`config.mk`:
```
export PLATFORM = sky130hd
export DESIGN_NAME = csa_wide_add_sequencer
export DESIGN_NICKNAME = d
export VERILOG_FILES = /design/src/rtl/csa_wide_add_sequencer.sv
export SDC_FILE = /design/constraint.sdc
export NUM_CORES = 1
export LEC_CHECK = 0
export ABC_AREA = 1
export BUFFER_PORTS_ARGS = -buffer_cell sky130_fd_sc_hd__buf_2
export CELL_PAD_IN_SITES_DETAIL_PLACEMENT = 1
export CELL_PAD_IN_SITES_GLOBAL_PLACEMENT = 1
export CORE_AREA = 3 3 98 91
export DETAILED_ROUTE_END_ITERATION = 7
export DIE_AREA = 0 0 101 94
export GPL_ROUTABILITY_DRIVEN = 0
export GPL_TIMING_DRIVEN = 1
export PLACE_DENSITY_LB_ADDON = 0.1
export SYNTH_ARGS = -nofsm -noshare
export SYNTH_HDL_FRONTEND = slang
export SYNTH_HIERARCHICAL = 1
export SYNTH_SLANG_ARGS = --single-unit
```
`constraint.sdc`:
```
create_clock -name clk -period 3.72 [get_ports clk]
set_clock_uncertainty 0.15 [all_clocks]
set_input_delay 0.186 -clock clk [delete_from_list [all_inputs] [get_ports clk]]
set_output_delay 0.186 -clock clk [all_outputs]
set_load 0.01 [all_outputs]
```
`src/rtl/csa_wide_add_sequencer.sv`:
```
// csa_wide_add_sequencer
//   Feeds a single 4-bit carry_select_adder one chunk per cycle, LSB chunk
//   first, to add two WIDTH-bit operands. The carry out of each chunk is
//   registered and becomes the carry in of the next chunk. The assembled sum
//   and the final carry are presented downstream over a valid/ready handshake.
//
// Ports
//   clk        in   1      clock; all state changes on the rising edge
//   rst        in   1      synchronous active-high reset
//   in_valid   in   1      operand pair present
//   in_ready   out  1      sequencer can accept an operand pair
//   in_a       in   WIDTH  operand A
//   in_b       in   WIDTH  operand B
//   in_cin     in   1      carry into the LSB chunk
//   out_valid  out  1      result present
//   out_ready  in   1      downstream accepts the result
//   out_sum    out  WIDTH  (in_a + in_b + in_cin) mod 2^WIDTH
//   out_cout   out  1      carry out of the MSB chunk
//   busy       out  1      high while an operation is in flight or waiting

// carry_select_adder
//   4-bit adder. The low pair of bits ripples; the high pair is computed for
//   both possible carries and the low pair's carry selects between them.
//
// Ports
//   a, b   in   4   addends
//   cin    in   1   carry in
//   sum    out  4   a + b + cin, low 4 bits
//   cout   out  1   carry out
module carry_select_adder (
  input  logic [3:0] a,
  input  logic [3:0] b,
  input  logic       cin,
  output logic [3:0] sum,
  output logic       cout
);

  logic [2:0] lo;
  logic [2:0] hi0;
  logic [2:0] hi1;

  assign lo  = {1'b0, a[1:0]} + {1'b0, b[1:0]} + {2'b00, cin};
  assign hi0 = {1'b0, a[3:2]} + {1'b0, b[3:2]};
  // Largest value is 3 + 3 + 1 = 7, so three bits never overflow.
  assign hi1 = hi0 + 3'd1;

  assign sum  = {(lo[2] ? hi1[1:0] : hi0[1:0]), lo[1:0]};
  assign cout = lo[2] ? hi1[2] : hi0[2];

endmodule

module csa_wide_add_sequencer #(
  parameter int WIDTH = 16
) (
  input  logic             clk,
  input  logic             rst,
  input  logic             in_valid,
  output logic             in_ready,
  input  logic [WIDTH-1:0] in_a,
  input  logic [WIDTH-1:0] in_b,
  input  logic             in_cin,
  output logic             out_valid,
  input  logic             out_ready,
  output logic [WIDTH-1:0] out_sum,
  output logic             out_cout,
  output logic             busy
);

  localparam int NCHUNK = WIDTH / 4;
  // A single-chunk build still needs a 1-bit index.
  localparam int IDXW = (NCHUNK > 1) ? $clog2(NCHUNK) : 1;
  localparam logic [IDXW-1:0] LAST_IDX = IDXW'(NCHUNK - 1);

  typedef enum logic [1:0] {
    IDLE,
    ADD,
    DONE
  } state_t;

  state_t           state;
  logic [IDXW-1:0]  idx;
  logic             carry;
  logic [WIDTH-1:0] a_reg;
  logic [WIDTH-1:0] b_reg;
  logic [WIDTH-1:0] result;

  logic [3:0]       chunk_a;
  logic [3:0]       chunk_b;
  logic [3:0]       add_sum;
  logic             add_cout;
  logic [WIDTH-1:0] result_next;

  // Select the current chunk of each operand and splice the adder's sum
  // into the running result. result_next is what the result register holds
  // after this edge, which lets the last ADD edge load out_sum directly.
  always_comb begin
    chunk_a     = '0;
    chunk_b     = '0;
    result_next = result;
    for (int i = 0; i < NCHUNK; i++) begin
      if (idx == IDXW'(i)) begin
        chunk_a                = a_reg[4*i +: 4];
        chunk_b                = b_reg[4*i +: 4];
        result_next[4*i +: 4]  = add_sum;
      end
    end
  end

  carry_select_adder u_csa (
    .a    (chunk_a),
    .b    (chunk_b),
    .cin  (carry),
    .sum  (add_sum),
    .cout (add_cout)
  );

  // Control FSM and all registered outputs. in_ready, out_valid and busy are
  // held in flops so no input can reach an output combinationally.
  always_ff @(posedge clk) begin
    if (rst) begin
      state     <= IDLE;
      idx       <= '0;
      carry     <= 1'b0;
      a_reg     <= '0;
      b_reg     <= '0;
      result    <= '0;
      out_sum   <= '0;
      out_cout  <= 1'b0;
      out_valid <= 1'b0;
      busy      <= 1'b0;
      in_ready  <= 1'b1;
    end else begin
      case (state)
        IDLE: begin
          if (in_valid && in_ready) begin
            a_reg    <= in_a;
            b_reg    <= in_b;
            carry    <= in_cin;
            idx      <= '0;
            result   <= '0;
            in_ready <= 1'b0;
            busy     <= 1'b1;
            state    <= ADD;
          end
        end
        ADD: begin
          result <= result_next;
          carry  <= add_cout;
          if (idx == LAST_IDX) begin
            out_sum   <= result_next;
            out_cout  <= add_cout;
            out_valid <= 1'b1;
            state     <= DONE;
          end else begin
            idx <= idx + IDXW'(1);
          end
        end
        DONE: begin
          if (out_ready) begin
            out_valid <= 1'b0;
            in_ready  <= 1'b1;
            busy      <= 1'b0;
            state     <= IDLE;
          end
        end
        default: begin
          state <= IDLE;
        end
      endcase
    end
  end

endmodule
```
==> impl_metrics.prom <==
# TYPE chip_impl_metric gauge
chip_impl_info{name="synth_top_cell_by_area",value="sky130_fd_sc_hd__dfxtp_1"} 1
chip_impl_metric{name="path_max_fanout",unit=""} 12
chip_impl_metric{name="initial_core_util",unit="%"} 38.6
chip_impl_metric{name="finalPower",unit="mW"} 1.94
chip_impl_metric{name="finalWorstSetupSlack",unit="ps"} 366
chip_impl_metric{name="num-nets-final",unit=""} 564
chip_impl_metric{name="synth_nets",unit=""} 488
chip_impl_metric{name="synth-async-reset-ratio",unit="%"} 0
chip_impl_metric{name="fin_setup_tns",unit="ps"} 0
chip_impl_metric{name="ant_nets",unit=""} 0
chip_impl_metric{name="finalCritPeriodShare",unit="%"} 90.2
chip_impl_metric{name="worstPathRequired",unit="ps"} 3850
chip_impl_metric{name="antenna_violations_before_repair",unit=""} 0
chip_impl_metric{name="detailedPlacementHpwl",unit="mm"} 5.77
chip_impl_metric{name="slew_headroom",unit="%"} 39.7
chip_impl_metric{name="cts_htree_levels",unit=""} 3
chip_impl_metric{name="number_of_synthesized_flops_with_an_enable_pin",unit=""} 0
chip_impl_metric{name="grt_max_degree",unit=""} 50
chip_impl_metric{name="antenna_cells_inserted",unit=""} 0
chip_impl_info{name="worstHoldPathType",value="primary input to flip-flop"} 1
chip_impl_metric{name="layout-drive-gt1-share",unit="%"} 15.7
chip_impl_metric{name="final_hold_viol_count",unit=""} 0
chip_impl_metric{name="first_global_vias",unit=""} 3080
chip_impl_metric{name="flow.area_growth_from_synthesis",unit="%"} 27.5
chip_impl_info{name="cts_root_buf",value="sky130_fd_sc_hd__clkbuf_8"} 1
chip_impl_info{name="yosys-top-cells-area",value="sky130_fd_sc_hd__dfxtp_1, sky130_fd_sc_hd__nand2_1, sky130_fd_sc_hd__nor2_1, sky130_fd_sc_hd__a21oi_1, sky130_fd_sc_hd__o21ai_0"} 1
chip_impl_metric{name="top_cell_type_s_share_of_synthesized_area",unit="%"} 44.8
chip_impl_info{name="tritoncts",value="yes"} 1
chip_impl_metric{name="maxClockFrequency",unit="GHz"} 0.298
chip_impl_metric{name="io_buffer_count",unit=""} 56
chip_impl_metric{name="power_density_cells",unit="nW/um2"} 493
chip_impl_metric{name="min_delay_path_depth",unit=""} 3
chip_impl_metric{name="rows",unit=""} 31
chip_impl_metric{name="die_h",unit="um"} 94
chip_impl_metric{name="grt_remaining_overflow",unit=""} 0
chip_impl_info{name="synth_top_flop_cell",value="sky130_fd_sc_hd__dfxtp_1"} 1
chip_impl_metric{name="multi_input_area",unit="um2"} 1480
chip_impl_info{name="worst_hold_startpoint",value="in_a[13]"} 1
chip_impl_metric{name="layout.area.seq",unit="um2"} 1380
chip_impl_info{name="rr_startpoint",value="idx[0]"} 1
chip_impl_metric{name="worstRegToRegCells",unit=""} 16
chip_impl_metric{name="route.detailed.wl_per_inst",unit="um"} 14.2
chip_impl_metric{name="clock_sinks",unit=""} 69
chip_impl_info{name="hold_end",value="a_reg[13]"} 1
chip_impl_metric{name="grt_pass1_wl",unit="mm"} 14.9
chip_impl_info{name="critPathLaunchType",value="flip-flop"} 1
chip_impl_info{name="critPathCaptureType",value="flip-flop"} 1
chip_impl_metric{name="cts.reportedPaths.clkPinSlew",unit="ps"} 70
chip_impl_info{name="crit_type",value="flip-flop to flip-flop"} 1
chip_impl_metric{name="setup-violations-final",unit=""} 0
chip_impl_info{name="post-synth-top-count-cell",value="sky130_fd_sc_hd__nand2_1"} 1
chip_impl_metric{name="vias",unit=""} 3068
chip_impl_metric{name="tightestPinTransition",unit="ps"} 903
chip_impl_metric{name="layout.filler_cells",unit=""} 1029
chip_impl_metric{name="period_needed",unit="ps"} 3350
chip_impl_metric{name="post_cts.resized_instances",unit=""} 0
chip_impl_metric{name="vdd_drop_max",unit="uV"} 247
chip_impl_metric{name="die_w",unit="um"} 101
chip_impl_metric{name="synth_area",unit="um2"} 3080
chip_impl_metric{name="ys_warn_count",unit=""} 6
chip_impl_metric{name="design.portCount",unit=""} 57
chip_impl_metric{name="global_route.usage.total",unit="%"} 19.9
chip_impl_metric{name="detail_route.iter0.violations",unit=""} 108
chip_impl_info{name="rr_endpoint",value="result[7]"} 1
chip_impl_metric{name="slew_viol_final",unit=""} 0
chip_impl_metric{name="place_ws",unit="ps"} 395
chip_impl_metric{name="critPathArrivalTime",unit="ps"} 3480
chip_impl_metric{name="tritoncts.num_buffers",unit=""} 9
chip_impl_metric{name="total_die_area",unit="um2"} 9490
chip_impl_metric{name="post_synth_inst_count",unit=""} 442
chip_impl_metric{name="synth.avg_cell_area",unit="um2"} 6.98
chip_impl_info{name="synth_commonest_cells",value="sky130_fd_sc_hd__nand2_1, sky130_fd_sc_hd__nor2_1, sky130_fd_sc_hd__dfxtp_1, sky130_fd_sc_hd__a21oi_1, sky130_fd_sc_hd__o21ai_0"} 1
chip_impl_metric{name="max-clock-path-buffers",unit=""} 2
chip_impl_metric{name="avgViaCountPerCell",unit=""} 4.93
chip_impl_metric{name="core",unit="um2"} 7990
chip_impl_metric{name="drv_cap",unit=""} 0
chip_impl_metric{name="synth-seq-cells",unit=""} 69
chip_impl_metric{name="routed_wl",unit="mm"} 8.84
chip_impl_metric{name="clock_insertion_delay_worst_skew",unit="ps"} 350
chip_impl_metric{name="firstDrtPassIters",unit=""} 4
chip_impl_metric{name="synthDistinctLibCells",unit=""} 21
chip_impl_metric{name="ys_seq_area_share",unit="%"} 44.8
chip_impl_metric{name="post_cts_setup_repair_buffer_count",unit=""} 0
chip_impl_metric{name="p_leak",unit="nW"} 1.79
chip_impl_metric{name="route.detailed.drc",unit=""} 0
chip_impl_info{name="status",value="finished, final reports clean"} 1
chip_impl_metric{name="ff2ff_setup_slack",unit="ps"} 370
chip_impl_info{name="setup_repair_after_global_routing_missed_its_margin",value="no"} 1
chip_impl_metric{name="post_cts_hold_buffer_count",unit=""} 32
area by class of cell:
cell class	instances	share of cell area (%)
repair buffers	91	15.8
clock buffers	12	3.95
flip-flops and latches	69	35.1
well taps	99	3.15
clock inverters	4	1.78
inverters	26	2.48
multi-input cells	321	37.7
per-stage QoR:
stage	instance area, um2	util (%)	hold WS (ps)	cells
floorplan	3080	-	184	442
global placement	3390	42.4	274	574
detailed placement	3390	42.4	285	574
CTS	3930	49.2	9.24	622
global route	3930	49.2	59.7	622
finish	3930	49.2	26.2	622
report_power, final:
part	internal, mW	switching, mW	total (mW)
Clock	0.412	0.283	0.695
Sequential	0.790	0.0330	0.823
Combinational	0.154	0.265	0.418
critical path, stage by stage (launching register included):
cell	delay, ps
sky130_fd_sc_hd__dfxtp_1	360
sky130_fd_sc_hd__inv_1	100
sky130_fd_sc_hd__ha_1	230
sky130_fd_sc_hd__inv_1	290
sky130_fd_sc_hd__o211ai_1	160
sky130_fd_sc_hd__a21oi_1	210
sky130_fd_sc_hd__ha_1	180
sky130_fd_sc_hd__inv_1	50
sky130_fd_sc_hd__fa_1	490
sky130_fd_sc_hd__inv_1	50
sky130_fd_sc_hd__ha_1	280
sky130_fd_sc_hd__nand2_1	40
sky130_fd_sc_hd__o21ai_0	240
sky130_fd_sc_hd__nand2_1	130
sky130_fd_sc_hd__nand2_1	120
sky130_fd_sc_hd__nand2_1	60
sky130_fd_sc_hd__a21oi_1	150
worst max-delay path by stage:
stage            from  cells past startpoint  slack [ps]     endpoint
3_5_place_dp   idx[0]                     16         400   out_sum[3]
3_3_place_gp   idx[0]                     16         480   out_sum[7]
5_1_grt        idx[1]                     13          50  out_sum[11]
4_1_cts        idx[0]                     16         350    result[7]
2_1_floorplan  idx[1]                     18         830   out_sum[7]
6_report       idx[0]                     16         370    result[7]
kinds of logic after synthesis:
group | after synthesis | share of synthesized area (%)
XOR/XNOR | 1 | 0.284
AO/OA/AOI/OAI | 89 | 15.1
flip-flops | 69 | 44.8
buffers and inverters | 52 | 7.18
adder cells (fa/ha/maj) | 9 | 4.38
AND/OR/NAND/NOR | 222 | 28.2
per-layer routing:
layer  global-route usage, %  wire (um)  vias to the layer above
met5                       0          0                        -
met2                    33.1       4240                       45
met3                    4.53        309                        8
li1                        -          -                     1559
met1                    26.0       4200                     1456
met4                    5.32         83                        0
layout by cell type, fill, tap and decap left out, drive strengths merged, types with 3 or more instances in the layout:
cell,synthesis,layout
nand2,122,122
nor2,79,79
dfxtp,69,69
buf,19,59
a21oi,44,44
o21ai,36,36
dlygate4sd3,0,32
inv,26,26
nand3,21,21
clkbuf,7,12
ha,6,6
o211ai,5,5
a21o,3,3
fa,3,3
Note: power is estimated with default switching activity, not from simulation.
